==> src/rtl/apb_pkg.sv <==
// ---------------------------------------------------------------------------
// apb_pkg
// Shared definitions for the APB register slave: FSM state encoding and the
// width of the access-phase wait-state counter.
// ---------------------------------------------------------------------------
package apb_pkg;

    typedef enum logic [1:0] {
        ST_IDLE   = 2'b00,
        ST_SETUP  = 2'b01,
        ST_ACCESS = 2'b10
    } apb_state_e;

    // Wait-state counter width; WAIT_CYC must fit (0..15).
    localparam int WCNT_W = 4;

endpackage

==> src/rtl/apb_irq_status.sv <==
// ---------------------------------------------------------------------------
// apb_irq_status
// Write-1-to-clear status register with set priority, plus a registered irq.
//
// Ports:
//   clk, rst_n  - clock, asynchronous active-low reset
//   event_in    - one-cycle event pulses; a 1 sets the matching status bit
//   clr_en      - APB write to the status register commits this cycle
//   clr_mask    - write data; a 1 clears the matching status bit
//   status      - current status register value
//   irq         - OR of status bits, registered (one cycle behind status)
// ---------------------------------------------------------------------------
module apb_irq_status #(
    parameter int DATA_BW = 8
) (
    input  logic               clk,
    input  logic               rst_n,
    input  logic [DATA_BW-1:0] event_in,
    input  logic               clr_en,
    input  logic [DATA_BW-1:0] clr_mask,
    output logic [DATA_BW-1:0] status,
    output logic               irq
);

    logic [DATA_BW-1:0] clr_bits;

    assign clr_bits = clr_en ? clr_mask : '0;

    always_ff @(posedge clk or negedge rst_n) begin
        if (!rst_n) begin
            status <= '0;
            irq    <= 1'b0;
        end else begin
            // Clear first, then OR in events: a simultaneous set wins.
            status <= (status & ~clr_bits) | event_in;
            irq    <= |status;
        end
    end

endmodule

==> src/rtl/apb_slv_regs.sv <==
// ---------------------------------------------------------------------------
// apb_slv_regs
// APB slave with NUM_REGS-1 plain R/W registers and one W1C status register
// at the top index. Configurable access-phase wait states.
//
// Ports:
//   clk, rst_n              - clock, asynchronous active-low reset
//   psel, penable, pwrite   - APB controls
//   paddr, pwdata           - APB address / write data
//   prdata, pready, pslverr - APB response (prdata is 0 outside read pready)
//   ctrl_regs               - flat image of R/W regs, reg i at [i*DATA_BW +: DATA_BW]
//   event_in                - event pulses setting status bits
//   irq                     - registered OR of status bits
// ---------------------------------------------------------------------------
module apb_slv_regs
    import apb_pkg::*;
#(
    parameter int DATA_BW  = 8,
    parameter int ADDR_BW  = 8,
    parameter int NUM_REGS = 8,
    parameter int WAIT_CYC = 2
) (
    input  logic                            clk,
    input  logic                            rst_n,
    input  logic                            psel,
    input  logic                            penable,
    input  logic                            pwrite,
    input  logic [ADDR_BW-1:0]              paddr,
    input  logic [DATA_BW-1:0]              pwdata,
    output logic [DATA_BW-1:0]              prdata,
    output logic                            pready,
    output logic                            pslverr,
    output logic [(NUM_REGS-1)*DATA_BW-1:0] ctrl_regs,
    input  logic [DATA_BW-1:0]              event_in,
    output logic                            irq
);

    localparam int NRW = NUM_REGS - 1;

    apb_state_e         state, state_nxt;
    logic [ADDR_BW-1:0] addr_q;
    logic               write_q;
    logic [WCNT_W-1:0]  wait_cnt;
    logic [DATA_BW-1:0] regs [NRW];
    logic [DATA_BW-1:0] status;
    logic [DATA_BW-1:0] rd_sel;
    logic               addr_ok, is_status, done, wr_commit, setup_hit;

    // Widened compare so NUM_REGS == 2**ADDR_BW does not wrap to zero.
    assign addr_ok   = {1'b0, addr_q} < (ADDR_BW+1)'(NUM_REGS);
    assign is_status = addr_q == ADDR_BW'(NRW);
    assign setup_hit = (state == ST_IDLE) && psel && !penable;

    // ---------------- FSM: state register ----------------
    always_ff @(posedge clk or negedge rst_n) begin
        if (!rst_n) state <= ST_IDLE;
        else        state <= state_nxt;
    end

    // ---------------- FSM: next state ----------------
    always_comb begin
        state_nxt = state;
        case (state)
            ST_IDLE:   if (psel && !penable) state_nxt = ST_SETUP;
            ST_SETUP:  state_nxt = psel ? ST_ACCESS : ST_IDLE;
            // Master dropping psel/penable aborts; otherwise leave once done.
            ST_ACCESS: if (!psel || !penable || wait_cnt == '0) state_nxt = ST_IDLE;
            default:   state_nxt = ST_IDLE;
        endcase
    end

    // ---------------- FSM: outputs ----------------
    always_comb begin
        done      = (state == ST_ACCESS) && psel && penable && (wait_cnt == '0);
        pready    = done;
        pslverr   = done && !addr_ok;
        wr_commit = done && write_q && addr_ok;
        prdata    = (done && !write_q && addr_ok) ? rd_sel : '0;
    end

    // Transfer context latched at the setup edge; counter runs only in a
    // live access phase.
    always_ff @(posedge clk or negedge rst_n) begin
        if (!rst_n) begin
            addr_q   <= '0;
            write_q  <= 1'b0;
            wait_cnt <= '0;
        end else if (setup_hit) begin
            addr_q   <= paddr;
            write_q  <= pwrite;
            wait_cnt <= WCNT_W'(WAIT_CYC);
        end else if (state == ST_ACCESS && psel && penable && wait_cnt != '0) begin
            wait_cnt <= wait_cnt - WCNT_W'(1);
        end
    end

    // Read mux: status by default, overridden by a matching R/W register.
    always_comb begin
        rd_sel = status;
        for (int i = 0; i < NRW; i++)
            if (addr_q == ADDR_BW'(i)) rd_sel = regs[i];
    end

    always_ff @(posedge clk or negedge rst_n) begin
        if (!rst_n) begin
            for (int i = 0; i < NRW; i++) regs[i] <= '0;
        end else if (wr_commit) begin
            for (int i = 0; i < NRW; i++)
                if (addr_q == ADDR_BW'(i)) regs[i] <= pwdata;
        end
    end

    for (genvar g = 0; g < NRW; g++) begin : g_flat
        assign ctrl_regs[g*DATA_BW +: DATA_BW] = regs[g];
    end

    apb_irq_status #(.DATA_BW(DATA_BW)) u_status (
        .clk      (clk),
        .rst_n    (rst_n),
        .event_in (event_in),
        .clr_en   (wr_commit && is_status),
        .clr_mask (pwdata),
        .status   (status),
        .irq      (irq)
    );

endmodule

==> config.mk <==
export PLATFORM = sky130hd
export DESIGN_NAME = apb_slv_regs
export DESIGN_NICKNAME = d
export VERILOG_FILES = /design/src/rtl/apb_pkg.sv /design/src/rtl/apb_irq_status.sv /design/src/rtl/apb_slv_regs.sv
export SDC_FILE = /design/constraint.sdc
export NUM_CORES = 1
export LEC_CHECK = 0
export CAP_MARGIN = 0
export CELL_PAD_IN_SITES_DETAIL_PLACEMENT = 0
export CELL_PAD_IN_SITES_GLOBAL_PLACEMENT = 2
export CORE_ASPECT_RATIO = 0.75
export CORE_UTILIZATION = 29
export DETAILED_ROUTE_END_ITERATION = 7
export PLACE_DENSITY_LB_ADDON = 0.05
export SLEW_MARGIN = 5
export SYNTH_ARGS = -nofsm -noshare
export SYNTH_HDL_FRONTEND = slang
export SYNTH_HIERARCHICAL = 1
export SYNTH_SLANG_ARGS = --single-unit
==> constraint.sdc <==
create_clock -name clk -period 2.7 [get_ports clk]
set_input_delay 0.27 -clock clk [delete_from_list [all_inputs] [get_ports clk]]
set_output_delay 0.27 -clock clk [all_outputs]
set_load 0.01 [all_outputs]
==> results.md, run 1 <==
| Result | This run | Unit |
| --- | --- | --- |
| Relative contribution of the clock network to total power | 0.407 | - |
| Share of total power in combinational logic | 0.173 | - |
| Filler Cell Count | 1260 | - |
| Actual transition at the worst max-transition pin | 0.603 | ns |
| Max-capacitance violation count | 0 | - |
| Die width | 136 | µm |
| Warnings, synthesis | 6 | - |
| Flip-flop and latch area | 2000 | µm² |
| Arrival time of data at the critical path endpoint | 2.42 | ns |
| Vias in the first global route | 3197 | - |
| Max-slew violations | 0 | - |
| Setup TNS | 0 | ns |
| HP Class | in -> async | - |
| Num ports | 96 | - |
| Area of the die | 13900 | µm² |
| Setup clock skew after layout | 0.00827 | ns |
| Non-filler instance count after layout | 625 | - |
| DRC violations left | 0 | - |
| Leakage power figure | 2.47 | nW |
| Layout cell share with drive strength beyond 1 | 0.388 | - |
| Effective utilization at floorplan | 0.298 | - |
| CP max-delay cell | or4_4 | - |
| Sequential share of power | 0.420 | - |
| GRT Util Overall | 0.194 | - |
| H-tree depth | 3 | - |
| Max stage delay on crit path | 0.60 | ns |
| Number of antenna violations at the first check in global routing | 0 | - |
| Net Switching | 0.847 | mW |
| Post-route minimum period | 2.69 | ns |
| Most used cell along the critical path | or4_4 | - |
| Synth-to-Final Area Change | 50.8 | % |
| Vert. Die Dim | 102 | µm |
| TritonCTS buffer count | 9 | - |
| Share of synthesized area occupied by flip-flops and latches | 0.514 | - |
| Register bit total from synthesis | 80 | - |
| Largest net degree at the start of global routing | 47 | - |
| Total count of hold-check failures in the final report | 0 | - |
| Area of the multi-input gates | 1960 | µm² |
| Post-route core utilization | 0.450 | - |
| Post-layout nets | 480 | - |
| Post-DP HPWL | 9070 | µm |
| Clock latency at the later pin of the worst-skew pair | 0.34 | ns |
| Max-slew headroom | 0.593 | - |
| Final cycle utilization of the critical path | 0.998 | - |
| Synth Net Count | 337 | - |
| Total global routing overflow | 0 | - |
| Routed length on met1 | 6720 | µm |
| Final Wtd Congestion | 0.775 | - |
| DR vias/cell | 5.07 | - |
| Count of inserted antenna diode cells | 0 | - |
| Top cell type by total area after synthesis | dfrtp_1 | - |
| Sw Ratio | 0.279 | - |
| Worst EP required | 2.43 | ns |
| F_max | 371 | MHz |
| Clock-pin slew of the registers on the worst-case setup and hold paths | 0.06 | ns |
| Wire per inst | 20.2 | µm |
| Routed wl met2 | 5150 | µm |
| Residual antenna-violating net count after detailed routing | 0 | - |
| Status | completed | - |
| RSZ-0062 raised after global routing | yes | - |
| Rows | 36 | - |
| Count of unique library cells instantiated by Yosys | 39 | - |
| Leading cell types in the layout, fill and taps excluded | 86 x clkdlybuf4s50_1, 80 x dfrtp_1, 48 x mux2_2, 46 x buf_4, 24 x nand2_1 | - |
| Worst path top cell family by delay | simple AND/OR/NAND/NOR gates | - |
| Clock tree from TritonCTS | done | - |
| Most common cell after layout, fill and taps aside | clkdlybuf4s50_1 | - |
| Uppermost layer routed | met4 | - |
| Sum of met3 wire segment lengths after detailed routing | 657 | µm |
| Placeable core region | 13100 | µm² |
| Syn Inst Count | 306 | - |
| Top fanout value on the critical path | 5 | - |
| Internal Dissipation | 2.19 | mW |
| Most area-consuming cells after synthesis | dfrtp_1 51%, mux2_2 18%, mux4_2 4.6%, o221ai_1 3.4%, nand3_1 2.4% | - |
| Synth Area per Inst | 12.7 | µm² |
| Cell area after technology mapping | 3900 | µm² |
| Drt initial violations | 168 | - |
| Number of placed cells counting well taps | 591 | - |
| Clock tree sinks | 80 | - |
| Pre-CTS worst setup slack | -0.121 | ns |
| Buffers from clock root to sink, at most | 2 | - |
| Critical Path, Cell by Cell | or4_4 > or4_4 > buf_6 > o221ai_2 > buf_2 | - |
| Min setup slack post-route | 0.00591 | ns |
| Total power | 3.04 | mW |
| Vias | 3171 | - |
| Setup crit end kind | output port | - |
| Worst-case vdd ir drop | 277 | µV |
| Total wire length | 12700 | µm |
| Number of search-and-repair iterations in the first detailed-routing pass | 4 | - |
| Type of the worst setup path | reg -> out | - |
| First-pass GRT wire length | 19700 | µm |
| # port buffers | 95 | - |
| Type of origin of the critical path | register | - |
| Final setup vio count | 0 | - |
| Root Driver | clkbuf_16 | - |
| WP buf/inv | 2 | - |
| Cell area power density | 516 | nW/µm² |
| Share of the synthesized area in the top cell type | 0.514 | - |
==> cell type report <==
| cell class | instances | share of cell area |
|---|---|---|
| timing repair buffer | 149 | 0.236 |
| inverter | 5 | 0.00319 |
| clock buffer | 10 | 0.0390 |
| clock inverter | 6 | 0.0115 |
| sequential | 80 | 0.341 |
| tap | 171 | 0.0364 |
| multi-input combinational | 204 | 0.334 |
==> cell usage after synthesis <==
| master | n |
|---|---|
| xnor2_1 | 1 |
| a211o_1 | 1 |
| o21ai_0 | 2 |
| nand4_1 | 2 |
| nor4b_4 | 1 |
| nor3_4 | 1 |
| ha_1 | 2 |
| xor2_1 | 2 |
| or3_1 | 2 |
| or4_1 | 1 |
| o221ai_1 | 15 |
| nand2_1 | 24 |
| nand2b_1 | 8 |
| clkbuf_1 | 13 |
| buf_6 | 1 |
| nor4_1 | 6 |
| a31oi_1 | 7 |
| nand3b_1 | 1 |
| nand3_1 | 19 |
| nor3_1 | 2 |
| nor2_1 | 6 |
| mux2_2 | 63 |
| mux4_2 | 8 |
| or4_4 | 1 |
| nor4b_1 | 1 |
| and4b_1 | 1 |
| buf_2 | 1 |
| buf_1 | 2 |
| o311ai_0 | 2 |
| nand4b_1 | 1 |
| nor2b_1 | 3 |
| dfrtp_1 | 80 |
| nor4_4 | 2 |
| or4b_2 | 9 |
| inv_1 | 4 |
| a21o_1 | 8 |
| clkinv_1 | 1 |
| or3b_2 | 1 |
| buf_4 | 1 |
==> cells by family after synthesis <==
kind of cell,count (synthesis),share of synthesized area
mux,71,0.228
fa+ha+maj,2,0.00642
compound gates,35,0.0697
buf+inv,23,0.0254
xor+xnor,3,0.00674
flops,80,0.514
simple gates,92,0.150
==> per-layer routing <==
metal,GRT usage,vias to the layer above
li1,-,1460
met2,0.267,79
met4,0.0470,0
met3,0.0486,11
met1,0.299,1621
met5,0,-
==> registers in the layout, indices dropped and copies added, names as in the netlist <==
name and flops:
u_status/status 8, addr_q 8, u_status/irq 1, wait_cnt 4
ctrl_regs 56, write_q 1, state 2
==> path summary, 6_finish.rpt <==
| kind | startpoint | end | slack, ns | cells after the start |
|---|---|---|---|---|
| setup / recovery | addr_q[5] | prdata[0] | 0.006 | 5 |
| max in group asynchronous | rst_n | u_status/status[6] | 1.65 | 3 |
| min in group clk | event_in[7] | u_status/status[7] | 0.49 | 2 |
| hold / removal | rst_n | ctrl_regs[1] | 0.43 | 2 |
| hold reg to reg | u_status/status[5] | u_status/status[5] | 0.52 | 1 |
| setup reg to reg | addr_q[5] | ctrl_regs[0] | 0.03 | 7 |
==> what timing repair did <==
item / CTS / global route
setup endpoints to repair: 32 / 40
hold endpoints to repair: 34 / 0
hold buffers: 1 / 0
gates cloned: 1 / 0
buffers inserted: 16 / 2
pin swaps: 5 / 6
resized for setup: 47 / 11
==> per-stage QoR <==
stage | instance area (µm²) | hold slack [ns]
final | 5880 | 0.432
after floorplan | 3940 | -0.0256
after detailed placement | 5330 | 0.258
after global routing | 5880 | 0.504
after global placement | 5330 | 0.259
after CTS | 5840 | 0.447
==> power by group through the flow <==
stage          Combinational (mW)  Sequential (mW)  Clock (mW)
6_report                    0.525             1.27        1.24
2_1_floorplan               0.243             1.28           0
4_1_cts                     0.520             1.27        1.26
3_3_place_gp                0.484             1.29           0
5_1_grt                     0.575             1.28        1.31
3_5_place_dp                0.478             1.29           0
No activity file was read; power rests on OpenSTA's default activity.
==> run 2: changes to the inputs <==
--- a/config.mk
+++ b/config.mk
@@ -5,11 +5,13 @@
 export SDC_FILE = /design/constraint.sdc
 export NUM_CORES = 1
 export LEC_CHECK = 0
+export ABC_AREA = 1
 export CAP_MARGIN = 0
 export CELL_PAD_IN_SITES_DETAIL_PLACEMENT = 0
 export CELL_PAD_IN_SITES_GLOBAL_PLACEMENT = 2
 export CORE_ASPECT_RATIO = 0.75
-export CORE_UTILIZATION = 29
+export CORE_UTILIZATION = 26
+export CTS_CLUSTER_SIZE = 24
 export DETAILED_ROUTE_END_ITERATION = 7
 export PLACE_DENSITY_LB_ADDON = 0.05
 export SLEW_MARGIN = 5
==> run 2 against run 1 <==
Compared with the run above: final area shrank 4.9%; critical endpoint unchanged; synthesized cell count grew 64%; sequential share of layout area grew 1.8 points; largest cell class unchanged; sequential cell count is the same; count of clock-buffer cells in the layout grew 2.
==> results.md, run 2 <==
| Result | This run | Unit | vs previous |
| --- | --- | --- | --- |
| Status | completed | - | unchanged |
| Vias | 3591 | - | was 3171 |
| Root Driver | clkbuf_16 | - | unchanged |
| H-tree depth | 3 | - | unchanged |
| Type of the worst setup path | reg -> out | - | unchanged |
| Top fanout value on the critical path | 17 | - | was 5 |
| Total count of hold-check failures in the final report | 0 | - | unchanged |
| Synth Net Count | 532 | - | was 337 |
| Arrival time of data at the critical path endpoint | 2.25 | ns | was 2.42 ns |
| F_max | 396 | MHz | was 371 MHz |
| Count of unique library cells instantiated by Yosys | 31 | - | was 39 |
| Flip-flop count of the largest register, all copies and words added | 56 | - | unchanged |
| Top cell type by total area after synthesis | dfrtp_1 | - | unchanged |
| Number of enable-type register cells in the synthesized netlist | 0 | - | unchanged |
| Drt initial violations | 187 | - | was 168 |
| Syn Inst Count | 501 | - | was 306 |
| Layout cell share with drive strength beyond 1 | 0.141 | - | was 0.388 |
| Post-synthesis async set-or-reset flop share | 1.00 | - | unchanged |
| Synth Area per Inst | 7.95 | µm² | was 12.7 µm² |
| Final Wtd Congestion | 0.811 | - | was 0.775 |
| Post-DP HPWL | 10000 | µm | was 9070 µm |
| Cell area power density | 523 | nW/µm² | was 516 nW/µm² |
| Synth-to-Final Area Change | 40.2 | % | was 50.8% |
| Worst path top cell family by delay | simple AND/OR/NAND/NOR gates | - | unchanged |
| Vert. Die Dim | 109 | µm | was 102 µm |
| Number of antenna violations at the first check in global routing | 0 | - | unchanged |
| Met2 Usage GRT | 0.287 | - | was 0.267 |
| Count of inserted antenna diode cells | 0 | - | unchanged |
| Max stage delay on crit path | 0.39 | ns | was 0.60 ns |
| Placeable core region | 14700 | µm² | was 13100 µm² |
| Number of search-and-repair iterations in the first detailed-routing pass | 4 | - | unchanged |
| Share of the synthesized area in the top cell type | 0.502 | - | was 0.514 |
| Most frequent cell after synthesis | nand2_1 | - | was dfrtp_1 |
| Final setup vio count | 0 | - | unchanged |
| Largest net degree at the start of global routing | 48 | - | was 47 |
| CP max-delay cell | dfrtp_1 | - | was or4_4 |
| Total global routing overflow | 0 | - | unchanged |
| Leading cell types in the layout, fill and taps excluded | 158 x nand2_1, 86 x clkdlybuf4s50_1, 79 x dfrtp_1, 48 x inv_1, 45 x o21ai_0 | - | was 86 x clkdlybuf4s50_1, 80 x dfrtp_1, 48 x mux2_2, 46 x buf_4, 24 x nand2_1 |
| Cell area after technology mapping | 3990 | µm² | was 3900 µm² |
| Rows | 38 | - | was 36 |
| HP Class | in -> reg | - | was in -> async |
| Met1 Track Usage GR | 0.276 | - | was 0.299 |
| Max-capacitance violation count | 0 | - | unchanged |
| # port buffers | 95 | - | unchanged |
| Num ports | 96 | - | unchanged |
| Area of the die | 15800 | µm² | was 13900 µm² |
| Post-route core utilization | 0.380 | - | was 0.450 |
| Max-slew violations | 0 | - | unchanged |
| Most used DFF post-synth | dfrtp_1 | - | unchanged |
| Worst EP required | 2.43 | ns | about the same |
| GRT Util Overall | 0.190 | - | was 0.194 |
| Final cycle utilization of the critical path | 0.935 | - | was 0.998 |
| List of most frequent post-synthesis cells | 160 x nand2_1, 80 x dfrtp_1, 48 x inv_1, 45 x o21ai_0, 29 x nand3_1 | - | was 80 x dfrtp_1, 63 x mux2_2, 24 x nand2_1, 19 x nand3_1, 15 x o221ai_1 |
| Clock latency at the later pin of the worst-skew pair | 0.34 | ns | about the same |
| Type of origin of the critical path | register | - | unchanged |
| Most area-consuming cells after synthesis | dfrtp_1 50%, nand2_1 15%, o21ai_0 5.7%, inv_1 4.5%, nand3_1 3.6% | - | was dfrtp_1 51%, mux2_2 18%, mux4_2 4.6%, o221ai_1 3.4%, nand3_1 2.4% |
| Clock tree from TritonCTS | done | - | unchanged |
| Met3 routing resource usage after global routing | 0.0381 | - | was 0.0486 |
| DRC violations left | 0 | - | unchanged |
| Clock-pin slew of the registers on the worst-case setup and hold paths | 0.06 | ns | about the same |
| Global route hottest layer | met2 | - | was met1 |
| Residual antenna-violating net count after detailed routing | 0 | - | unchanged |
| Setup TNS | 0 | ns | unchanged |
| Register bit total from synthesis | 80 | - | unchanged |
| Wire per inst | 16.8 | µm | was 20.2 µm |
| RSZ-0062 raised after global routing | no | - | was yes |
| Max-slew headroom | 0.506 | - | was 0.593 |
| Vias in the first global route | 3695 | - | was 3197 |
| Most used cell along the critical path | nand2_1 | - | was or4_4 |
| Clock tree sinks | 80 | - | unchanged |
| Effective utilization at floorplan | 0.271 | - | was 0.298 |
| Total wire length | 13700 | µm | was 12700 µm |
| Share of synthesized area occupied by flip-flops and latches | 0.502 | - | was 0.514 |
| Buffers from clock root to sink, at most | 2 | - | unchanged |
| Post-layout nets | 643 | - | was 480 |
| Most common cell after layout, fill and taps aside | nand2_1 | - | was clkdlybuf4s50_1 |
| Setup crit end kind | output port | - | unchanged |
| DR vias/cell | 4.40 | - | was 5.07 |
| Warnings, synthesis | 6 | - | unchanged |
| Setup clock skew after layout | 0.00556 | ns | was 0.00827 ns |
| TritonCTS buffer count | 9 | - | unchanged |
| First-pass GRT wire length | 22100 | µm | was 19700 µm |
| Worst-case vdd ir drop | 279 | µV | was 277 µV |
| Post-route minimum period | 2.52 | ns | was 2.69 ns |
| Critical Path, Cell by Cell | nor2_2 > nand2_2 > inv_2 > buf_4 > nand4_2 > buf_6 > or2_2 > nand3_1 > nand2_1 > nand2_1 > a21oi_1 > dlygate4sd2_1 | - | was or4_4 > or4_4 > buf_6 > o221ai_2 > buf_2 |
| WP buf/inv | 4 | - | was 2 |
| Actual transition at the worst max-transition pin | 0.742 | ns | was 0.603 ns |
| Die width | 145 | µm | was 136 µm |
| Leakage power figure | 2.58 | nW | was 2.47 nW |
-- run 2: path summary, 6_finish.rpt --
kind	start	endpoint	slack (ns)	cells after the start
setup reg to reg	wait_cnt[0]	ctrl_regs[34]	0.66	9
hold / removal	paddr[5]	addr_q[5]	0.46	3
setup / recovery	addr_q[6]	prdata[0]	0.18	12
hold reg to reg	addr_q[7]	addr_q[7]	0.50	2
max in group asynchronous	rst_n	ctrl_regs[2]	1.45	3
min in group asynchronous	rst_n	wait_cnt[3]	0.51	2
-- run 2: timing repair --
item	in CTS	in global routing
hold buffers	1	0
resized for setup	13	13
pin swaps	3	4
endpoints found under the hold margin	44	0
buffers inserted	3	4
setup endpoints to repair	8	7
-- run 2: cell type report --
type                            instances  area (µm²)
Fill cell                            1527        9100
Sequential cell                        80        2000
Multi-Input combinational cell        346        1710
Timing Repair Buffer                  115        1100
Tap cell                              200         250
Clock buffer                           12         246
Inverter                               60         225
Clock inverter                          4        53.8
-- run 2: report_power, final --
group,switching (mW),internal [mW]
sequential,0.0349,1.23
combinational,0.248,0.149
clock,0.517,0.745
total,0.799,2.12
-- run 2: kinds of logic after synthesis --
kind of cell | count (synthesis) | synth area share
DFF | 80 | 0.502
and+or+nand+nor | 246 | 0.271
adders and majority gates | 2 | 0.00628
xor gates and xnor gates | 1 | 0.00220
AOI/OAI and AO/OA | 97 | 0.140
buffers and inverters | 75 | 0.0782
-- run 2: worst register-to-register path, cell delays in order (launching register included) --
cell	delay, ns
dfrtp_1	0.39
inv_1	0.10
ha_1	0.15
nand3_1	0.14
nor2_2	0.16
nand3_1	0.17
inv_2	0.24
nand3_2	0.34
nand2_1	0.15
o21ai_1	0.07
-- run 2: metrics by stage --
| step | power, mW | cells | instance area (µm²) | hold WS, ns | setup WS, ns |
|---|---|---|---|---|---|
| 6_report | 2.92 | 817 | 5590 | 0.464 | 0.176 |
| 5_1_grt | 3.06 | 817 | 5590 | 0.478 | 0.00126 |
| 4_1_cts | 2.94 | 813 | 5540 | 0.463 | 0.00920 |
| 3_5_place_dp | 1.65 | 793 | 5200 | 0.352 | 0.159 |
| 3_3_place_gp | 1.65 | 793 | 5200 | 0.342 | 0.174 |
| 2_1_floorplan | 1.47 | 501 | 3990 | -0.0256 | 0.869 |
-- run 2: routing by layer --
metal / wire length [µm] / vias up
li1: - / 1818
met1: 7140 / 1687
met2: 5790 / 77
met3: 673 / 9
met4: 110 / 0
met5: 0 / -
==> patch: new RTL, flow settings as in run 1 <==
Set the parameter `ADDR_BW` to 7 (it was 8).
--- a/src/rtl/apb_slv_regs.sv
+++ b/src/rtl/apb_slv_regs.sv
@@ -18,3 +18,3 @@
     parameter int DATA_BW  = 8,
-    parameter int ADDR_BW  = 8,
+    parameter int ADDR_BW  = 7,
     parameter int NUM_REGS = 8,
Ports: changed (resized paddr); port bits go from 96 to 95. The function was not compared with the original's and may differ.
==> patch against run 1 <==
Fmax grew 3.2%. Wire length down 13%. Area after synthesis fell by 4.5%. Sequential cell count fell by 1. Cell area down 7.2%. Setup slack improved by 0.084 ns. Clock power grew 14%. Critical path depth rose by 3. Power up 2.0%.
==> patch: results (changes against run 1) <==
power:
  ir_drop_mv: 0.298  # +7.8%
  p_leak_nw: 2.36  # -4.4%
clock_tree:
  post_cts_buffers: 2  # -14
  clockBufferDepth: 2  # unchanged
  cts_hold_buf: 0  # -1
  path_clk_slew_ns: 0.06  # about the same
  cts_buffers: 9  # unchanged
  cts_resized: 32  # -32%
  cts-root-buf: "clkbuf_16"
final_layout:
  nets: 435  # -9.4%
  antenna_cells: 0  # unchanged
  drive_above_1_share_pct: 36.8  # -1.9 points
  fill_cells: 1148  # -8.9%
  fin_util_pct: 44.0  # -0.97 points
  largest_reg_flops: 56  # unchanged
grt:
  grt_start_max_net_pins: 80  # +70%
  grt_pass1_wl_um: 17200  # -13%
  grtUsageTotal_pct: 17.6  # -1.8 points
critical_path:
  cp-startpoint: "wait_cnt[0]"
  critPathArrivalTime_ns: 2.34  # -0.08 ns
  worstPathMaxFanout: 8  # +3
  regToRegSetupSlack_ns: 0.18  # +0.15 ns
  critPathSlowestCell: "or3_4"
  timing.rr.end: "ctrl_regs[42]"
  crit_end: "prdata[0]"
  critPathMaxStageDelay_ns: 0.42  # -0.18 ns
  worstRegToRegCells: 8  # +1
  cpLargestDelayFamily: "simple AND/OR/NAND/NOR gates"
hold_path:
  hold_class: "input pin to async pin"
place:
  dpl_cell_area_um2: 5080  # -4.8%
  dp_cells: 558  # -5.6%
  dp_slack_ns: -0.0723  # +0.0487 ns
  gp_congestion: 0.745  # -3.8%
  portBuffers: 94  # -1.1%
  dp_hpwl_um: 7970  # -12%
routing:
  vias_per_cell: 4.88  # -3.9%
  drt_iter0_drc: 99  # -41%
  drt-wirelength-per-cell_um: 19.2  # -5.3%
  drt_first_pass_iters: 4  # unchanged
  vias: 2809  # -11%
outcome:
  outcome: "finished, final reports clean"
synth:
  ys_warn_count: 6  # unchanged
  synth_area_leaders: "dfrtp_1, mux2_2, mux4_2"
  synth_xor_area_share_pct: 0.706  # +0.032 points
  yosysUniqueCellTypes: 36  # -7.7%
  syn-instance-count: 278  # -9.2%
  synthArstFlopShare_pct: 100  # unchanged
  synthAdderAreaFrac_pct: 0.672  # +0.030 points
  dominantRegCellSynth: "dfrtp_1"
  synth_commonest_cells: "dfrtp_1, mux2_2, o21ai_0"
  seq_area_frac_synth_pct: 53.1  # +1.7 points
  synthMuxAreaShare_pct: 24.2  # +1.4 points
  syn-num-nets: 308  # -8.6%
  synth-compound-area-share_pct: 8.30  # +1.3 points
sta:
  finClkSkew_ns: 0.00641  # -0.00186 ns
  slew_headroom_pct: 31.2  # -28 points
  finalCriticalPeriod_ns: 2.61  # -0.0841 ns
  fin_hold_ws_ns: 0.132  # -0.301 ns
-- patch: kinds of logic (layout without fill, tap and decap cells) --
group	Yosys count	after routing
DFF	79	79
AOI/OAI and AO/OA	41	41
and+or+nand+nor	66	66
muxes	72	72
buffers and inverters	15	147
adders and majority gates	2	2
xor gates and xnor gates	3	3
-- patch: routing by layer --
metal / wire length, µm / track usage (%)
met5: 0 / 0
met2: 4860 / 26.2
met1: 5600 / 26.1
met4: 81 / 3.98
met3: 492 / 3.89
-- patch: cell type report --
type                            instances  share of cell area [%]
Clock inverter                          6                    1.97
Tap cell                              166                    3.81
Clock buffer                           10                    4.38
Sequential cell                        79                    36.2
Multi-Input combinational cell        184                    31.6
Inverter                                2                   0.138
Timing Repair Buffer                  129                    21.9
-- patch: power breakdown --
part	switching (mW)	leakage (nW)	total [mW]	internal, mW
Combinational	0.229	1.16	0.431	0.202
Clock	0.484	0.168	1.41	0.925
Sequential	0.0391	1.03	1.26	1.22
Total	0.753	2.36	3.10	2.34
